===== src/rtl/match_pkg.sv =====
// Shared types and constants for the best-of-N match scoreboard.
package match_pkg;

    typedef enum logic [2:0] {
        ARMED    = 3'd0,
        SCORE    = 3'd1,
        NEXT     = 3'd2,
        WAIT_LOW = 3'd3,
        REPORT   = 3'd4
    } state_e;

    localparam logic [1:0] WHO_WIN  = 2'b10;
    localparam logic [1:0] WHO_LOSE = 2'b01;
    localparam logic [1:0] WHO_NONE = 2'b00;

    // Games needed to take a best-of-rounds series.
    function automatic int unsigned majority(input int unsigned rounds);
        return rounds / 2 + 1;
    endfunction

    function automatic logic who_legal(input logic [1:0] who);
        return (who == WHO_WIN) || (who == WHO_LOSE);
    endfunction

endpackage


===== src/rtl/rise_detect.sv =====
// Rising-edge detector; the delay register resets high so a level already
// present when reset is released does not produce a pulse.
module rise_detect (
    input  logic clk,
    input  logic rst_n,
    input  logic level,
    output logic pulse
);

    logic level_d;

    always_ff @(posedge clk or negedge rst_n) begin
        if (!rst_n) begin
            level_d <= 1'b1;
        end else begin
            level_d <= level;
        end
    end

    assign pulse = level & ~level_d;

endmodule


===== src/rtl/match_scoreboard.sv =====
// Best-of-ROUNDS series scoreboard: counts game results from an upstream game
// counter, reports the series winner over valid/ready and flags protocol abuse.
module match_scoreboard
    import match_pkg::*;
#(
    parameter  int unsigned ROUNDS = 5,
    localparam int unsigned TW     = $clog2(ROUNDS + 1)
) (
    input  logic          clk,
    input  logic          rst_n,
    input  logic          gameover,
    input  logic [1:0]    who,
    input  logic          clear,
    input  logic          result_ready,
    output logic [TW-1:0] win_tally,
    output logic [TW-1:0] lose_tally,
    output logic [TW-1:0] round_num,
    output logic          round_done,
    output logic          next_round,
    output logic          match_valid,
    output logic [1:0]    match_winner,
    output logic          protocol_err,
    output logic          overrun
);

    localparam int unsigned   MAJ      = majority(ROUNDS);
    localparam logic [TW-1:0] MAJ_T    = TW'(MAJ);
    localparam logic [TW-1:0] ROUNDS_T = TW'(ROUNDS);

    state_e        state_q, state_d;
    logic [TW-1:0] win_q, win_d;
    logic [TW-1:0] lose_q, lose_d;
    logic [TW-1:0] round_q, round_d;
    logic [1:0]    who_q, who_d;
    logic          round_done_q, round_done_d;
    logic          perr_q, perr_d;
    logic          ovr_q, ovr_d;

    logic          game_evt;
    logic [TW-1:0] win_inc;
    logic [TW-1:0] lose_inc;
    logic [TW-1:0] round_inc;

    rise_detect u_rise_detect (
        .clk   (clk),
        .rst_n (rst_n),
        .level (gameover),
        .pulse (game_evt)
    );

    // Saturating increments keep the tallies from ever passing MAJ.
    assign win_inc   = (win_q < MAJ_T) ? win_q + 1'b1 : win_q;
    assign lose_inc  = (lose_q < MAJ_T) ? lose_q + 1'b1 : lose_q;
    assign round_inc = (round_q < ROUNDS_T) ? round_q + 1'b1 : round_q;

    always_comb begin
        state_d      = state_q;
        win_d        = win_q;
        lose_d       = lose_q;
        round_d      = round_q;
        who_d        = who_q;
        round_done_d = 1'b0;
        perr_d       = perr_q;
        ovr_d        = ovr_q;

        if (clear) begin
            state_d = ARMED;
            win_d   = '0;
            lose_d  = '0;
            round_d = '0;
            who_d   = WHO_NONE;
            perr_d  = 1'b0;
            ovr_d   = 1'b0;
        end else begin
            unique case (state_q)
                ARMED: begin
                    if (game_evt) begin
                        if (who_legal(who)) begin
                            who_d   = who;
                            state_d = SCORE;
                        end else begin
                            perr_d  = 1'b1;
                            state_d = WAIT_LOW;
                        end
                    end
                end
                SCORE: begin
                    round_done_d = 1'b1;
                    round_d      = round_inc;
                    if (game_evt) begin
                        ovr_d = 1'b1;
                    end
                    if (who_q == WHO_WIN) begin
                        win_d   = win_inc;
                        state_d = (win_inc == MAJ_T) ? REPORT : NEXT;
                    end else begin
                        lose_d  = lose_inc;
                        state_d = (lose_inc == MAJ_T) ? REPORT : NEXT;
                    end
                end
                NEXT: begin
                    if (game_evt) begin
                        ovr_d = 1'b1;
                    end
                    state_d = WAIT_LOW;
                end
                WAIT_LOW: begin
                    if (!gameover) begin
                        state_d = ARMED;
                    end
                end
                REPORT: begin
                    if (game_evt) begin
                        ovr_d = 1'b1;
                    end
                    if (result_ready) begin
                        win_d   = '0;
                        lose_d  = '0;
                        round_d = '0;
                        state_d = WAIT_LOW;
                    end
                end
                default: begin
                    state_d = ARMED;
                end
            endcase
        end
    end

    always_ff @(posedge clk or negedge rst_n) begin
        if (!rst_n) begin
            state_q      <= ARMED;
            win_q        <= '0;
            lose_q       <= '0;
            round_q      <= '0;
            who_q        <= WHO_NONE;
            round_done_q <= 1'b0;
            perr_q       <= 1'b0;
            ovr_q        <= 1'b0;
        end else begin
            state_q      <= state_d;
            win_q        <= win_d;
            lose_q       <= lose_d;
            round_q      <= round_d;
            who_q        <= who_d;
            round_done_q <= round_done_d;
            perr_q       <= perr_d;
            ovr_q        <= ovr_d;
        end
    end

    assign win_tally    = win_q;
    assign lose_tally   = lose_q;
    assign round_num    = round_q;
    assign round_done   = round_done_q;
    assign next_round   = (state_q == NEXT);
    assign match_valid  = (state_q == REPORT);
    assign match_winner = !match_valid   ? WHO_NONE :
                          (win_q == MAJ_T) ? WHO_WIN : WHO_LOSE;
    assign protocol_err = perr_q;
    assign overrun      = ovr_q;

endmodule


===== config.mk =====
export PLATFORM = sky130hd
export DESIGN_NAME = match_scoreboard
export DESIGN_NICKNAME = d
export VERILOG_FILES = /design/src/rtl/match_pkg.sv /design/src/rtl/rise_detect.sv /design/src/rtl/match_scoreboard.sv
export SDC_FILE = /design/constraint.sdc
export NUM_CORES = 1
export LEC_CHECK = 0
export CORE_ASPECT_RATIO = 0.9
export CORE_MARGIN = 8
export CORE_UTILIZATION = 55
export DETAILED_ROUTE_END_ITERATION = 10
export MAX_ROUTING_LAYER = met4
export PLACE_DENSITY_LB_ADDON = 0.2
export SYNTH_ARGS = -nofsm -noshare
export SYNTH_HDL_FRONTEND = slang
export SYNTH_SLANG_ARGS = --single-unit

===== constraint.sdc =====
create_clock -name clk -period 3.7 [get_ports clk]
set_input_delay 0.74 -clock clk [delete_from_list [all_inputs] [get_ports clk]]
set_output_delay 0.74 -clock clk [all_outputs]
set_load 0.005 [all_outputs]

==> results.ini <==
[run_status]
status = finished, final reports clean

[hold_path]
holdPathStages = 2
hold-path-endpoint = overrun
holdCritStartpoint = overrun
hp-class = flip-flop to flip-flop

[yosys]
synth_seq_cells = 18
synthArstFlopShare = 1.00
synth_cell_type_count = 47
synth_area_per_cell_um2 = 9.69
synth_cells = 122
yosysSeqAreaShare = 0.382
syn_nets = 133
netlist_area_um2 = 1180
ys_warn_count = 0
synthFlopType = dfrtp_1
synth_edf_count = 0

[clocking]
htree_num_levels = 1
cts_buffers = 3
cts_tree = done
cts_root_buffer = clkbuf_4
post_cts_buffers = 0
cts_buffer_depth = 2
clk_latency_ns = 0.29
numClockSinks = 18
cts_resized = 0
clk_pin_slew_ns = 0.11
postCtsHoldBufs = 0

[finish]
drive_gt1_frac = 0.106
post-route-util = 0.676
n_antenna_cell = 0
syn_to_final_growth_pct = 20.1
fill_cells = 175
nets = 154
fin_area_um2 = 1420

[floorplan]
row_count = 16
boundaryPins = 23
start_util = 0.563
coreArea_um2 = 2100
fp.dieH_um = 60.0
die_w_um = 64.9
fp.dieArea_um2 = 3890

[route]
via_count = 1011
dr.pass1.iters = 4
drtAntennaViolNets = 0
wl_per_cell_um = 15.9
wirelength_mm = 2.69
drtIter0Drc = 45
viasPerCell = 5.98
drc = 0

[worst_setup_path]
ff2ff_setup_slack_ns = 1.81
start_kind = flip-flop
r2r_cells = 6
cp-end-kind = primary output
worstPathRequired_ns = 2.96
rr_endpoint = state_q[2]
cp.arrival_ns = 2.16
path_class = flip-flop to primary output
r2r_start = win_tally[0]
crit_fanout = 16

[sta]
maxSlewViolCount = 0
setup_viol = 0
fin_skew_ns = 0.00803
post-route-min-period_ns = 2.90
grt_setup_unrepaired = false
worst-slew-pin-transition_ns = 0.827
post-route-period-util = 0.784
max_slew_margin = 0.447
setup_tns_ns = 0
max_freq_mhz = 345
hold_violations = 0

[place]
gp_congestion = 0.765
post_dp_cell_area_um2 = 1390
dp.final_hpwl_mm = 1.97
portBuffers = 22

[global_routing]
grt_max_degree = 20
grt_first_pass_wirelength_mm = 4.45
grt_pass1_vias = 985
grt_overflow_total = 0
grt_antenna_before_repair = 0
grt_use_total = 0.147

[pwr]
powerDensity_nw_per_um2 = 318
vdd_ir_drop_max_uv = 286
leakagePower_nw = 0.605

[job]
cap_violations = 0

Yosys cell counts (2+ instances only):
library cell	count	area, um2
a21o_1	3	22.5
o21a_1	2	15.0
and2_1	2	12.5
o21ai_1	2	10.0
a32o_1	2	20.0
nor3b_1	2	15.0
nand3_1	2	10.0
inv_1	3	11.3
a41oi_1	2	17.5
a211oi_1	2	15.0
nor2b_1	7	43.8
buf_4	3	22.5
a21oi_1	12	60.1
nand2b_1	5	31.3
ha_1	4	50.1
nor3b_2	2	25.0
o21ai_0	5	25.0
or3_1	2	12.5
nor3_1	3	15.0
nand2_1	7	26.3
nor2_1	7	26.3
dfrtp_1	17	425
a31oi_1	2	12.5
report_power, final:
part           switching [mW]  total (mW)  internal [mW]  leakage (nW)
Combinational          0.0508       0.110         0.0591         0.347
Sequential             0.0259       0.238          0.212         0.243
Clock                  0.0620       0.104         0.0419        0.0150
kinds of logic (layout without fill, tap and decap cells):
| group | Yosys count | after routing | share of synthesized area |
|---|---|---|---|
| AND/OR/NAND/NOR | 49 | 49 | 0.277 |
| adder cells (fa/ha/maj) | 4 | 4 | 0.0423 |
| multiplexers | 1 | 1 | 0.00847 |
| flip-flops | 18 | 18 | 0.382 |
| XOR/XNOR | 1 | 1 | 0.00741 |
| buffers and inverters | 9 | 29 | 0.0455 |
| AO/OA/AOI/OAI | 40 | 40 | 0.237 |
routing by layer:
| layer | track usage | vias to the layer above | share of wire |
|---|---|---|---|
| met1 | 0.172 | 495 | 0.45 |
| met5 | - | - | 0 |
| met3 | 0.0468 | 2 | 0.049 |
| met4 | 0.0186 | 0 | 0.0056 |
| met2 | 0.249 | 23 | 0.49 |
| li1 | - | 491 | - |
registers in the layout, summed over array words and instances, names as in the netlist:
register / count
lose_tally: 3
round_num: 3
state_q: 3
win_tally: 3
who_q: 2
overrun: 1
protocol_err: 1
round_done: 1
u_rise_detect.level_d: 1
metrics by stage:
stage | power, mW | hold slack, ns | cells | setup slack, ns
after detailed placement | 0.350 | 0.492 | 165 | 1.11
after CTS | 0.455 | 0.518 | 169 | 0.786
after floorplan | 0.301 | 0.444 | 122 | 1.94
after global routing | 0.478 | 0.555 | 169 | 0.657
final | 0.451 | 0.515 | 169 | 0.799
after global placement | 0.347 | 0.482 | 165 | 1.17
cell usage in the layout, fill, tap and decap left out, types with 3 or more instances in the layout:
cell type,Yosys,routed
a21o_1,3,3
a21oi_1,12,12
clkbuf_4,0,3
clkdlybuf4s50_1,0,22
dfrtp_1,17,17
ha_1,4,4
inv_1,3,3
nand2_1,7,7
nand2b_1,5,5
nor2_1,7,7
nor2b_1,7,7
nor3_1,3,3
o21ai_0,5,5
cell type report:
cell class,count,area (um2),share of cell area
well taps,27,33.8,0.0238
flip-flops and latches,18,452,0.318
clock buffers,4,26.3,0.0185
inverters,3,11.3,0.00793
multi-input cells,95,677,0.477
repair buffers,22,220,0.155
worst max-delay path, cell delays in order, from the launching register on:
cell and delay [ns]:
dfrtp_1 0.66, nor3b_4 0.52, nor2b_1 0.19, clkdlybuf4s50_1 0.51
how the worst max path moves through the flow:
stage / to / from / cells after the start
after floorplan: match_winner[0] / state_q[1] / 3
after global placement: match_winner[0] / state_q[2] / 3
after detailed placement: match_winner[0] / state_q[2] / 3
after CTS: match_winner[0] / state_q[2] / 3
after global routing: match_winner[1] / state_q[2] / 3
final: match_winner[0] / state_q[2] / 3
No activity file was read; power rests on OpenSTA's default activity.
